==> src/rtl/fifo_wr_arbiter.sv <==
// Round-robin arbiter sharing one fifo write port between NUM_REQ streams.
// Grants last up to MAX_BURST accepted beats; new grants wait while the fifo is full.
module fifo_wr_arbiter #(
  parameter  int NUM_REQ    = 4,
  parameter  int DATA_WIDTH = 8,
  parameter  int FIFO_DEPTH = 2,
  parameter  int MAX_BURST  = 4,
  localparam int IDX_W      = (NUM_REQ > 1) ? $clog2(NUM_REQ) : 1,
  localparam int FILL_W     = $clog2(FIFO_DEPTH + 1),
  localparam int CNT_W      = $clog2(MAX_BURST + 1)
) (
  input  logic                          clk,
  input  logic                          rst_n,
  input  logic [NUM_REQ-1:0]            req_vld,
  input  logic [NUM_REQ*DATA_WIDTH-1:0] req_data,
  output logic [NUM_REQ-1:0]            req_rdy,
  output logic [DATA_WIDTH-1:0]         out_data,
  output logic                          out_vld,
  input  logic                          out_rdy,
  input  logic [FILL_W-1:0]             fill_level,
  output logic                          grant_vld,
  output logic [IDX_W-1:0]              grant_idx
);

  typedef enum logic {IDLE, GRANT} state_e;

  state_e             state_q, state_d;
  logic [IDX_W-1:0]   grant_idx_q, grant_idx_d;
  logic [IDX_W-1:0]   last_grant_q, last_grant_d;
  logic [CNT_W-1:0]   beat_cnt_q, beat_cnt_d;
  logic [IDX_W-1:0]   sel_idx;
  logic               sel_found;
  logic               xfer;

  // Rotating search starting just after the previous owner.
  always_comb begin
    sel_idx   = '0;
    sel_found = 1'b0;
    for (int k = 1; k <= NUM_REQ; k++) begin
      if (!sel_found && req_vld[IDX_W'((int'(last_grant_q) + k) % NUM_REQ)]) begin
        sel_found = 1'b1;
        sel_idx   = IDX_W'((int'(last_grant_q) + k) % NUM_REQ);
      end
    end
  end

  // Zero-latency routing; reset gates everything so no beat moves in a reset cycle.
  always_comb begin
    out_vld  = 1'b0;
    req_rdy  = '0;
    out_data = req_data[grant_idx_q*DATA_WIDTH +: DATA_WIDTH];
    if (rst_n && (state_q == GRANT)) begin
      out_vld               = req_vld[grant_idx_q];
      req_rdy[grant_idx_q]  = out_rdy;
    end
  end

  assign xfer      = out_vld && out_rdy;
  assign grant_vld = rst_n && (state_q == GRANT);
  assign grant_idx = grant_idx_q;

  always_comb begin
    state_d      = state_q;
    grant_idx_d  = grant_idx_q;
    last_grant_d = last_grant_q;
    beat_cnt_d   = beat_cnt_q;
    unique case (state_q)
      IDLE: begin
        if (sel_found && (fill_level != FILL_W'(FIFO_DEPTH))) begin
          grant_idx_d = sel_idx;
          beat_cnt_d  = '0;
          state_d     = GRANT;
        end
      end
      GRANT: begin
        if (!req_vld[grant_idx_q]) begin
          state_d      = IDLE;
          last_grant_d = grant_idx_q;
          beat_cnt_d   = '0;
        end else if (xfer) begin
          if (beat_cnt_q == CNT_W'(MAX_BURST - 1)) begin
            state_d      = IDLE;
            last_grant_d = grant_idx_q;
            beat_cnt_d   = '0;
          end else begin
            beat_cnt_d = beat_cnt_q + CNT_W'(1);
          end
        end
      end
      default: state_d = IDLE;
    endcase
  end

  always_ff @(posedge clk) begin
    if (!rst_n) begin
      state_q      <= IDLE;
      grant_idx_q  <= '0;
      last_grant_q <= IDX_W'(NUM_REQ - 1);
      beat_cnt_q   <= '0;
    end else begin
      state_q      <= state_d;
      grant_idx_q  <= grant_idx_d;
      last_grant_q <= last_grant_d;
      beat_cnt_q   <= beat_cnt_d;
    end
  end

endmodule

==> config.mk <==
export PLATFORM = sky130hd
export DESIGN_NAME = fifo_wr_arbiter
export DESIGN_NICKNAME = d
export VERILOG_FILES = /design/src/rtl/fifo_wr_arbiter.sv
export SDC_FILE = /design/constraint.sdc
export NUM_CORES = 1
export LEC_CHECK = 0
export ABC_AREA = 1
export CORE_AREA = 5 5 61 63
export DETAILED_ROUTE_END_ITERATION = 8
export DIE_AREA = 0 0 66 68
export PLACE_DENSITY = 0.75
export SETUP_SLACK_MARGIN = 0.05
export SLEW_MARGIN = 20
export SYNTH_ARGS = -nofsm -noshare
export SYNTH_HDL_FRONTEND = slang
export SYNTH_SLANG_ARGS = --single-unit
==> constraint.sdc <==
create_clock -name clk -period 1.4 [get_ports clk]
set_clock_uncertainty 0.2 [all_clocks]
set_input_delay 0.28 -clock clk [delete_from_list [all_inputs] [get_ports clk]]
set_output_delay 0.28 -clock clk [all_outputs]
set_load 0.02 [all_outputs]
# Yosys cells after proc, flatten, opt, wreduce, memory -nomap -nowiden
# Index checks and enable logic that the tools add are counted.
[word_totals] register_bits=8 in_bits=41 out_inout_bits=16 word_cells=76
[classes] addsub=5 magnitude_cmp=6 n_eq_ne=6 shifts=1 n_mux=39 bitwise=2 reduce_logical=13
[ops] cell="32-bit by 6-bit indexed part select with 8-bit output" n=1
[ops] cell="1-bit 2-to-1 mux" n=19
[ops] cell="2-bit by 4-bit < comparator with 1-bit output, second input constant" n=4
[ops] cell="2-bit 2-to-1 mux" n=7
[ops] cell="3-bit 2-to-1 mux" n=4
[ops] cell="1-bit binary-select mux with 2-bit select" n=5
[ops] cell="1-bit logical AND" n=7
[ops] cell="2-bit inequality test, second input constant" n=3
[ops] cell="3-bit one-hot mux with 2 select lines" n=1
[ops] cell="2-bit by 1-bit adder with 2-bit output, second input constant" n=2
[ops] cell="2-bit adder, second input constant" n=2
[ops] cell="4-bit AND" n=1
[ops] cell="4-bit 2-to-1 mux" n=1
[ops] cell="2-bit AND reduction" n=2
[ops] cell="3-bit by 1-bit adder with 3-bit output, second input constant" n=1
[ops] cell="3-bit by 2-bit == test with 1-bit output, second input constant" n=1
[ops] cell="1-bit zero test" n=3
[ops] cell="2-bit by 3-bit < comparator with 1-bit output, second input constant" n=1
[ops] cell="3-bit inequality test, second input constant" n=1
[ops] cell="3-bit AND reduction" n=1
[ops] cell="1-bit demux with 2-bit select" n=1
[ops] cell="2-bit by 1-bit greater-or-equal comparator with 1-bit output, second input constant" n=1
[ops] cell="2-bit by 1-bit inequality test with 1-bit output, second input constant" n=1
[ops] cell="1-bit one-hot mux with 2 select lines" n=1
[ops] cell="1-bit inverter" n=1

# Depth between registers and ports, before layout
[logic_depth] ltp_word=17 ltp_mapped=12 ltp_nobuf=11

# Worst setup path before layout
# No wires, ideal clock.
[synth_path] kind="register to output" from="register grant_idx_q[0] (netlist: grant_idx[0])" to="output req_rdy[1]" arrival_ns=1.375 required_ns=0.920 slack_ns=-0.455 stages_incl_launch_ff=4 path_buffers=1 cell_sequence="dfxtp_1 > inv_2 > clkbuf_1 > nor3_1"
[synth_between] elab_chain_len=6 elab_cells_between_ends=7 cone_classes="order compare (2); mux (3); bitwise (1); reduce/logical (1)"
[synth_lines] element="start: declaration" line_no="28" source="logic [IDX_W-1:0] grant_idx_q, grant_idx_d;"
[synth_lines] element="start signal: assignment" line_no="102" source="grant_idx_q <= grant_idx_d;"
[synth_lines] element="2-bit by 3-bit < comparator with 1-bit output (implied by the code) or 2-bit by 1-bit greater-or-equal comparator with 1-bit output (tied branches)" line_no="54" source="req_rdy[grant_idx_q] = out_rdy;"
[synth_lines] element="1-bit logical AND (implied by the code)" line_no="54"
[synth_lines] element="1-bit 2-to-1 mux (implied by the code)" line_no="54"
[synth_lines] element="1-bit demux with 2-bit select (*)" line_no="54"
[synth_lines] element="4-bit AND (no source line) (*)"
[synth_lines] element="4-bit 2-to-1 mux (*)" line_no="52" source="if (rst_n && (state_q == GRANT)) begin"
[synth_lines] element="end: declaration" line_no="16" source="output logic [NUM_REQ-1:0] req_rdy,"
# Every way passes the cells marked *; elsewhere a longest branch is shown, timed or not.

# Worst setup path after layout
[layout_path] from="register grant_idx_q[1] (netlist: grant_idx[1])" to="output out_vld"
[layout_between] elab_chain_len=3
[layout_lines] element="1-bit binary-select mux with 2-bit select" line_no="53" source="out_vld = req_vld[grant_idx_q];"
[layout_lines] element="1-bit 2-to-1 mux (implied by the code)" line_no="53"
[layout_lines] element="1-bit 2-to-1 mux" line_no="52"
[layout_lines] element="end: declaration" line_no="18" source="output logic out_vld,"
# No other way between the ends. The select of a mux whose other input is x is not followed.

==> impl_metrics.csv <==
group,metric,value,unit
drt,wl_per_cell,13.0,µm
finish,fin_nets,299,
synth,synth_top_family_by_area,"simple AND/OR/NAND/NOR gates",
synth,synth_area,1060,µm²
synth,synth_cell_types,30,
sta,max_freq,0.547,GHz
finish,drive_gt1_share,52.7,%
die,core_area,3180,µm²
die,die_w,66,µm
global_route,grt_pass1_wl,5.98,mm
cts,root_buffer,"clkbuf_4",
critical_path,path_cells,"nor2_4 > a22oi_2 > nand2_4 > inv_4 > nor2_4 > buf_6",
cts,insertion_delay,0.26,ns
cts,cts.clk_slew.worst_paths,0.06,ns
sta,holdWs,0.246,ns
synth,synthSimpleGateAreaFrac,57.2,%
min_path,hold_class,"reg -> reg",
synth,synthAdderAreaFrac,1.18,%
synth,netlist_instances,169,
sta,rsz0062_at_grt,"yes",
synth,synth_edf_count,0,
sta,hold_viol,0,
finish,antenna_cells,0,
critical_path,worst_setup_path_start_kind,"register",
critical_path,crit_slowest_cell,"dfxtp_4",
global_route,first_global_vias,1354,
synth,syn-num-nets,211,
drt,vias,1453,
cts,cts_tree,"done",
place,gp_congestion,0.782,
sta,final.period_utilization,130,%
drt,drtIter0Drc,36,
sta,worst_slew_pin_slew,0.224,ns
synth,synth_commonest_cells,"49 x nand2_1, 26 x nand3_1, 14 x inv_1",
power_and_ir_drop,power_density,2160,nW/µm²
synth,synth_area_leaders,"nand2_1 17%, dfxtp_1 15%, nand3_1 12%, nand2_4 7.5%, nand2_2 5.9%",
finish,layout.cells.non_filler,302,
sta,fin_crit,1.83,ns
critical_path,critPathMaxStageDelay,0.43,ns
synth,avgSynthCellArea,6.26,µm²
die,die_h,68,µm
synth,synth_compound_area_share,14.1,%
drt,postRouteWirelength,3.94,mm
global_route,grt_overflow,0,
die,rows,21,
die,dieArea,4490,µm²
cts,clock_path_buffers,2,
status,failed_checks,"setup timing",
critical_path,critPathBufInv,2,
synth,synth_seq_cells,8,
place,io_buffers,56,
synth,synth.mux.area_fraction,0,%
finish,area_growth,110,%
sta,relSlewSlack,85.0,%
sta,tns,-6.04,ns
synth,ys.warnings.count,0,
place,hpwl,3.00,mm
cts,clkSinkCount,8,
drt,drt_pass1_iterations,5,
synth,synth-xor-area-share,0,%
critical_path,crit_family,"flip-flops",
finish,fillers,269,
status,outcome,"finished with violations",
power_and_ir_drop,power.total,4.80,mW
critical_path,crit_arrival,1.35,ns
die,start_util,33.3,%
critical_path,worst-setup-path-type,"reg -> out",
critical_path,crit_top_cell,"nor2_4",
drt,ant_nets,0,
synth,synth_most_common_cell,"nand2_1",
power_and_ir_drop,max-vdd-ir-drop,1.27,mV
drt,avgViaCountPerCell,4.81,
run,maxCapViolCount,0,
critical_path,path_max_fanout,7,
critical_path,end_kind,"output port",
cts,cts_hold_buf,0,
sta,finalMaxSlewViolations,0,
cts,cts_max_level,1,
drt,drc,0,
place,dp_worst_setup_slack,-0.957,ns
critical_path,critPathRequiredTime,0.92,ns
global_route,track_usage,16.9,%
synth,async_reset_ff_share,0,%
global_route,antenna_found_initial,0,
synth,synth_top_area_share,17.4,%
power_and_ir_drop,leakagePower,1.01,nW
global_route,grt_max_degree,10,
synth,synth_seq_area_share,15.1,%
cts,cts_made_buffers,3,
place,dp_cells,295,
sta,worst_slack,-0.427,ns
die,io_pins,57,
synth,yosysTopAreaCell,"nand2_1",
synth,synth-main-ff-cell,"dfxtp_1",
sta,setup_violations,23,
worst paths after layout:
| path | from | endpoint | slack [ns] | depth (start not counted) |
|---|---|---|---|---|
| max reg2reg | grant_idx[1] | beat_cnt_q[1] | -0.25 | 8 |
| min reg2reg | beat_cnt_q[2] | beat_cnt_q[2] | 0.25 | 2 |
| max | grant_idx[1] | out_vld | -0.43 | 6 |
| min | beat_cnt_q[2] | beat_cnt_q[2] | 0.25 | 2 |
worst min-delay path, delay by kind of cell, from the launching register on:
kind | cells | cell delay [ns]
AOI/OAI and AO/OA | 1 | 0.03
and+or+nand+nor | 1 | 0.06
DFF | 1 | 0.31
routing by layer:
layer  GRT usage (%)  up-vias  part of all wire (%)
met1            18.7      659                    40
met3            3.94        6                   8.5
met5               0        -                     0
li1                -      731                     -
met4            3.81        0                  0.86
met2            32.5       57                    51
cell families after synthesis:
group	Yosys count
AOI/OAI and AO/OA	19
adders and majority gates	1
buffers and inverters	27
DFF	8
and+or+nand+nor	114
cells in the final DEF (no fill, tap or decap), types with 4 or more instances in the layout:
master	instances
a22oi_2	8
buf_4	27
buf_6	22
clkdlybuf4s50_1	34
dfxtp_4	4
dlygate4sd2_1	6
inv_1	12
nand2_1	34
nand2_2	20
nand2_4	9
nand3_1	17
nand3_2	9
nor2_1	6
nor2_4	5
metrics by stage:
stage	util (%)	cell area, µm²
4_1_cts	66.9	2130
6_report	69.9	2220
3_3_place_gp	63.2	2010
5_1_grt	69.9	2220
3_5_place_dp	63.2	2010
2_1_floorplan	-	1220
state kept, by name, indices dropped and copies added (netlist names):
register      flops
last_grant_q      2
state_q           1
grant_idx         2
beat_cnt_q        3
where the power goes:
| part | switching, mW | internal, mW | leakage [nW] |
|---|---|---|---|
| Combinational | 2.13 | 1.91 | 0.924 |
| Clock | 0.0900 | 0.110 | 0.0150 |
| Sequential | 0.202 | 0.361 | 0.0678 |
layout make-up:
cell class | instances | area, µm² | area share, %
clock buffer | 4 | 26.3 | 1.18
inverter | 20 | 100 | 4.50
multi-input combinational | 134 | 997 | 44.9
sequential | 8 | 178 | 8.00
tap | 46 | 57.6 | 2.59
timing repair buffer | 90 | 863 | 38.9
timing repair:
action | CTS | global route
resized for setup | 121 | 24
pin swaps | 6 | 17
endpoints found under the setup margin | 24 | 24
hold endpoints to repair | 0 | 0
setup buffers | 0 | 4
No activity file was read; power rests on OpenSTA's default activity.
